<file path="config.mk">
export PLATFORM = sky130hd
export DESIGN_NAME = load_store_unit
export DESIGN_NICKNAME = d
export VERILOG_FILES = /design/src/rtl/lsu_pkg.sv /design/src/rtl/lsu_lane_align.sv /design/src/rtl/load_store_unit.sv
export SDC_FILE = /design/constraint.sdc
export NUM_CORES = 1
export LEC_CHECK = 0
export ABC_AREA = 1
export CAP_MARGIN = 20
export CORE_MARGIN = 2
export CORE_UTILIZATION = 42
export DETAILED_ROUTE_END_ITERATION = 12
export PLACE_DENSITY = 0.71
export SLEW_MARGIN = 0
export SYNTH_ARGS = -nofsm -noshare
export SYNTH_HDL_FRONTEND = slang
export SYNTH_SLANG_ARGS = --single-unit
</file>
<file path="constraint.sdc">
create_clock -name clk -period 3 [get_ports clk]
set_clock_uncertainty 0.2 [all_clocks]
set_input_delay 0.45 -clock clk [delete_from_list [all_inputs] [get_ports clk]]
set_output_delay 0.45 -clock clk [all_outputs]
set_load 0.05 [all_outputs]
</file>
<file path="src/rtl/lsu_pkg.sv">
// Shared encodings and helpers for the load/store unit.
package lsu_pkg;

   localparam logic [1:0] SZ_BYTE = 2'b00;
   localparam logic [1:0] SZ_HALF = 2'b01;
   localparam logic [1:0] SZ_WORD = 2'b10;
   localparam logic [1:0] SZ_ILL  = 2'b11;

   typedef enum logic [1:0] {
      StIdle,
      StRd,
      StWr,
      StResp
   } lsu_state_e;

   // True for an illegal size or an address not aligned to the access size.
   function automatic logic is_misaligned(input logic [1:0] size, input logic [1:0] lane);
      logic bad;
      case (size)
         SZ_BYTE: bad = 1'b0;
         SZ_HALF: bad = lane[0];
         SZ_WORD: bad = (lane != 2'b00);
         default: bad = 1'b1;
      endcase
      return bad;
   endfunction

endpackage

</file>
<file path="src/rtl/lsu_lane_align.sv">
// Little-endian lane steering: load extraction/extension and sub-word store merge.
module lsu_lane_align
   import lsu_pkg::*;
(
   input  logic [31:0] ld_word_i,
   input  logic [1:0]  size_i,
   input  logic [1:0]  lane_i,
   input  logic        unsigned_i,
   output logic [31:0] ld_data_o,
   input  logic [31:0] st_old_i,
   input  logic [31:0] st_wdata_i,
   output logic [31:0] st_merged_o
);

   logic [7:0]  ld_byte;
   logic [15:0] ld_half;

   always_comb begin
      ld_byte   = ld_word_i[{lane_i, 3'b000} +: 8];
      ld_half   = ld_word_i[{lane_i[1], 4'b0000} +: 16];
      ld_data_o = ld_word_i;
      case (size_i)
         SZ_BYTE: ld_data_o = {{24{~unsigned_i & ld_byte[7]}}, ld_byte};
         SZ_HALF: ld_data_o = {{16{~unsigned_i & ld_half[15]}}, ld_half};
         default: ld_data_o = ld_word_i;
      endcase
   end

   always_comb begin
      st_merged_o = st_old_i;
      case (size_i)
         SZ_BYTE: st_merged_o[{lane_i, 3'b000} +: 8]     = st_wdata_i[7:0];
         SZ_HALF: st_merged_o[{lane_i[1], 4'b0000} +: 16] = st_wdata_i[15:0];
         default: st_merged_o = st_wdata_i;
      endcase
   end

endmodule

</file>
<file path="src/rtl/load_store_unit.sv">
// Single-outstanding load/store unit in front of a negedge word memory.
// Sub-word stores are read-modify-write through a one-word write buffer.
module load_store_unit
   import lsu_pkg::*;
#(
   parameter int unsigned MEM_ADDR_W = 32,
   parameter int unsigned WIDTH      = 32
) (
   input  logic                  clk,
   input  logic                  reset_n,
   input  logic                  req_valid,
   output logic                  req_ready,
   input  logic                  req_write,
   input  logic [1:0]            req_size,
   input  logic                  req_unsigned,
   input  logic [31:0]           req_addr,
   input  logic [WIDTH-1:0]      req_wdata,
   output logic                  resp_valid,
   output logic [WIDTH-1:0]      resp_rdata,
   output logic                  resp_error,
   output logic [MEM_ADDR_W-1:0] mem_address,
   output logic                  mem_writeEnable,
   output logic [WIDTH-1:0]      mem_dataIn,
   input  logic [WIDTH-1:0]      mem_dataOut
);

   lsu_state_e            state_q;
   logic                  write_q;
   logic [1:0]            size_q;
   logic                  unsigned_q;
   logic [MEM_ADDR_W+1:0] addr_q;
   logic [WIDTH-1:0]      wbuf_q;
   logic [WIDTH-1:0]      rdata_q;
   logic                  error_q;

   logic [31:0] ld_data;
   logic [31:0] st_merged;

   lsu_lane_align u_lane_align (
      .ld_word_i   (mem_dataOut),
      .size_i      (size_q),
      .lane_i      (addr_q[1:0]),
      .unsigned_i  (unsigned_q),
      .ld_data_o   (ld_data),
      .st_old_i    (mem_dataOut),
      .st_wdata_i  (wbuf_q),
      .st_merged_o (st_merged)
   );

   // Outputs decode the state register so reset drops the write strobe immediately.
   assign req_ready       = (state_q == StIdle);
   assign resp_valid      = (state_q == StResp);
   assign mem_writeEnable = (state_q == StWr);
   assign mem_address     = addr_q[MEM_ADDR_W+1:2];
   assign mem_dataIn      = wbuf_q;
   assign resp_rdata      = rdata_q;
   assign resp_error      = error_q;

   always_ff @(posedge clk or negedge reset_n) begin
      if (!reset_n) begin
         state_q    <= StIdle;
         write_q    <= 1'b0;
         size_q     <= 2'b00;
         unsigned_q <= 1'b0;
         addr_q     <= '0;
         wbuf_q     <= '0;
         rdata_q    <= '0;
         error_q    <= 1'b0;
      end else begin
         unique case (state_q)
            StIdle: begin
               if (req_valid) begin
                  write_q    <= req_write;
                  size_q     <= req_size;
                  unsigned_q <= req_unsigned;
                  addr_q     <= (MEM_ADDR_W+2)'(req_addr);
                  wbuf_q     <= req_wdata;
                  if (is_misaligned(req_size, req_addr[1:0])) begin
                     rdata_q <= '0;
                     error_q <= 1'b1;
                     state_q <= StResp;
                  end else if (req_write && (req_size == SZ_WORD)) begin
                     state_q <= StWr;
                  end else begin
                     state_q <= StRd;
                  end
               end
            end
            StRd: begin
               // mem_dataOut now holds the word latched on the preceding negedge.
               if (write_q) begin
                  wbuf_q  <= st_merged;
                  state_q <= StWr;
               end else begin
                  rdata_q <= ld_data;
                  error_q <= 1'b0;
                  state_q <= StResp;
               end
            end
            StWr: begin
               rdata_q <= '0;
               error_q <= 1'b0;
               state_q <= StResp;
            end
            StResp: begin
               state_q <= StIdle;
            end
            default: state_q <= StIdle;
         endcase
      end
   end

endmodule
</file>
==> impl_results.md <==
- Outcome: finished, final reports clean
- CTS Buf Count: 9
- Seq pwr share: 23.3%
- Cell row count: 44
- Startpoint Class: flip-flop
- Share of post-route cells with drive strength above 1: 8.862%
- Final Hold Violating Endpoints: 0
- Area of the multi-input gates: 2964 um2
- All-Layer GR Usage: 23.28%
- Count of cell types in the netlist: 34
- Area growth, synth to finish: 36.56%
- Final Wtd Congestion: 0.9042
- Leak Pwr: 4.057 nW
- CP arrival: 2.05 ns
- Crit-path max FO: 7
- Period utilization: 90.07%
- Grt ovf: 0
- Sw Share: 53.22%
- Placed Cells: 1160
- Vias per cell: 5.031
- Post-synthesis register bit count: 103
- Power Total: 10.55 mW
- VDD IR max: 0.0005971 V
- PortBufs: 200
- Clk buf depth: 2
- Synth Area per Inst: 7.379 um2
- Detailed-route via count: 5921
- Post-DP Area: 8061 um2
- Sink Count: 103
- Pwr per Cell Area: 1259 nW/um2
- Met2 usage: 37.29%
- Die area: 15600 um2
- Syn Inst Count: 832
- Clock network power share: 11.8%
- Post-Route WL: 18.37 mm
- CTS tree: built
- Routed Antenna Nets: 0
- Initial antenna violation count: 0
- H-tree levels: 3
- Max Cap Viol: 0
- Yosys top cell area share: 41.98%
- Switching pwr: 5.617 mW
- Pin count of the biggest net entering global routing: 69
- Final Util: 58.13%
- Clk_lat worst skew: 0.36 ns
- Clk root buf: clkbuf_16
- Antenna diodes: 0
- Fin area: 8384 um2
- Logic pwr share: 64.9%
- Top post-synthesis cells by area: dfrtp_1, nand2_1, nor2_1, mux2_2, buf_4
- Setup crit end kind: primary output
- GR peak layer: met2
- Min-delay worst type: reg -> reg
- First-pass GRT wire length: 28.92 mm
- Final #Nets: 1100
- Vias in the first global route: 5603
- Routing usage on met1: 31.78%
- Final Critical Period: 2.702 ns
- Internal power contribution: 4.938 mW
- Initial DRC count: 481
- Initial Utilization: 42.57%
- Final Non-Filler Cells: 1177
- Hpwl dp: 13.85 mm
- DRC: 0
- DR WL/cell: 15.60 um
- Die Height: 124.9 um
- YS warnings: 0
- Fillers: 1395
- Relative slew slack: 62.87%
- RSZ-0062 raised after global routing: false
- CP required: 2.35 ns
- Slew @ Worst Pin: 0.5549 ns
- Core area: 14420 um2
- Routing usage on met3: 4.510%
- Sequential fraction of the synthesis area: 41.98%
- Die X-Extent: 124.9 um
- Critical path type: reg -> out
- Sequential Area: 2577 um2
- Final Slew Violations: 0
- Total negative setup slack: 0 ns
- I/O Pins: 203
- Clock-pin slew on the worst setup and hold paths: 0.08 ns
- Synthesized cell area: 6140 um2
- Cell taking the most area after synthesis: dfrtp_1
- Max frequency: 370.1 MHz
- Pre-antenna DRT Iters: 5
- Setup violations, final: 0
[what timing repair did]
item / 4_1_cts / 5_1_grt
setup endpoints to repair: 0 / 0
hold endpoints to repair: 35 / 0
hold buffers: 1 / 0
buffers inserted: 0 / 0
resized for setup: 0 / 0
[layout by cell type (no fill, tap or decap), types with 8 or more instances in the layout]
cell and instances:
nor2_1 95, nand2_2 10, a21oi_1 22, nand3_1 45
mux2_2 30, a21boi_0 8, buf_4 12, o21ai_0 38
ha_1 9, inv_1 39, nand2_1 317, clkbuf_16 9
o22ai_1 21, clkdlybuf4s50_1 199, dfrtp_1 103
[flip-flops by register name, summed over array words and instances, names as in the netlist]
name	flops
state_q	2
size_q	2
mem_dataIn	32
write_q	1
resp_rdata	32
addr_q	32
unsigned_q	1
resp_error	1
[final cells by class]
class / count / area share, %
Multi-Input combinational cell: 615 / 35.35
Sequential cell: 103 / 30.74
Timing Repair Buffer: 213 / 25.19
Tap cell: 184 / 2.746
Clock buffer: 9 / 2.686
Inverter: 46 / 2.238
Clock inverter: 7 / 1.045
[power groups by stage]
stage               Sequential [mW]  Combinational, mW  Clock [mW]
floorplan                      3.59               3.95           0
finish                         2.45               6.85        1.25
global route                   2.54               7.38        1.33
detailed placement             2.48               6.85           0
global placement               2.47               6.79           0
CTS                            2.46               6.87        1.26
[worst max-delay path, stage by stage, from the launching register on]
cell and delay (ns):
dfrtp_1 0.41, inv_1 0.11, ha_1 0.31, clkdlybuf4s50_1 0.86
[metrics by stage]
step,hold WS [ns],setup WS (ns)
floorplan,-0.04559,0.7605
global placement,0.2504,0.6026
detailed placement,0.2460,0.5738
CTS,0.2848,0.2950
global route,0.3066,0.2045
finish,0.2808,0.2981
[synthesized netlist by cell type]
master / count
nor2_1: 95
buf_6: 1
mux2_2: 30
o21ai_0: 38
o211ai_1: 1
o22ai_1: 21
nor2_2: 2
buf_1: 2
o21ai_1: 3
inv_2: 3
inv_4: 2
a21oi_2: 1
a21boi_0: 8
nand2_8: 1
nand3_1: 45
nor2_4: 2
o31ai_1: 1
conb_1: 1
nand3_4: 1
dfrtp_1: 103
inv_6: 1
nand2_2: 10
buf_2: 16
nor3_1: 1
ha_1: 9
buf_4: 34
nand2_4: 3
clkinv_4: 1
nand3_2: 1
clkbuf_1: 16
inv_1: 39
nor2_8: 1
a21oi_1: 22
nand2_1: 317
[metal layers]
layer / up-vias / routed length, um
met2: 244 / 8498
met3: 25 / 1426
met4: 0 / 425
met1: 2734 / 8014
li1: 2918 / -
met5: - / 0
[logic make-up (layout without fill, tap and decap cells)]
| family | Yosys count | in the layout | share of synthesized area, % |
|---|---|---|---|
| other cells | 1 | 2 | 0.06108 |
| fa+ha+maj | 9 | 9 | 1.834 |
| compound gates | 95 | 95 | 8.641 |
| flops | 103 | 103 | 41.98 |
| simple gates | 479 | 479 | 32.18 |
| buf+inv | 115 | 275 | 9.802 |
| mux | 30 | 30 | 5.502 |
[worst paths after layout]
path,startpoint,to,slack [ns],depth (start not counted)
setup / recovery,state_q[0],req_ready,0.30,3
hold / removal,resp_rdata[6],resp_rdata[6],0.28,2
setup reg to reg,state_q[0],mem_dataIn[3],0.71,11
hold reg to reg,resp_rdata[6],resp_rdata[6],0.28,2
max in group asynchronous,reset_n,resp_rdata[7],1.48,3
min in group asynchronous,reset_n,mem_dataIn[31],0.39,2
No activity file was read; power rests on OpenSTA's default activity.
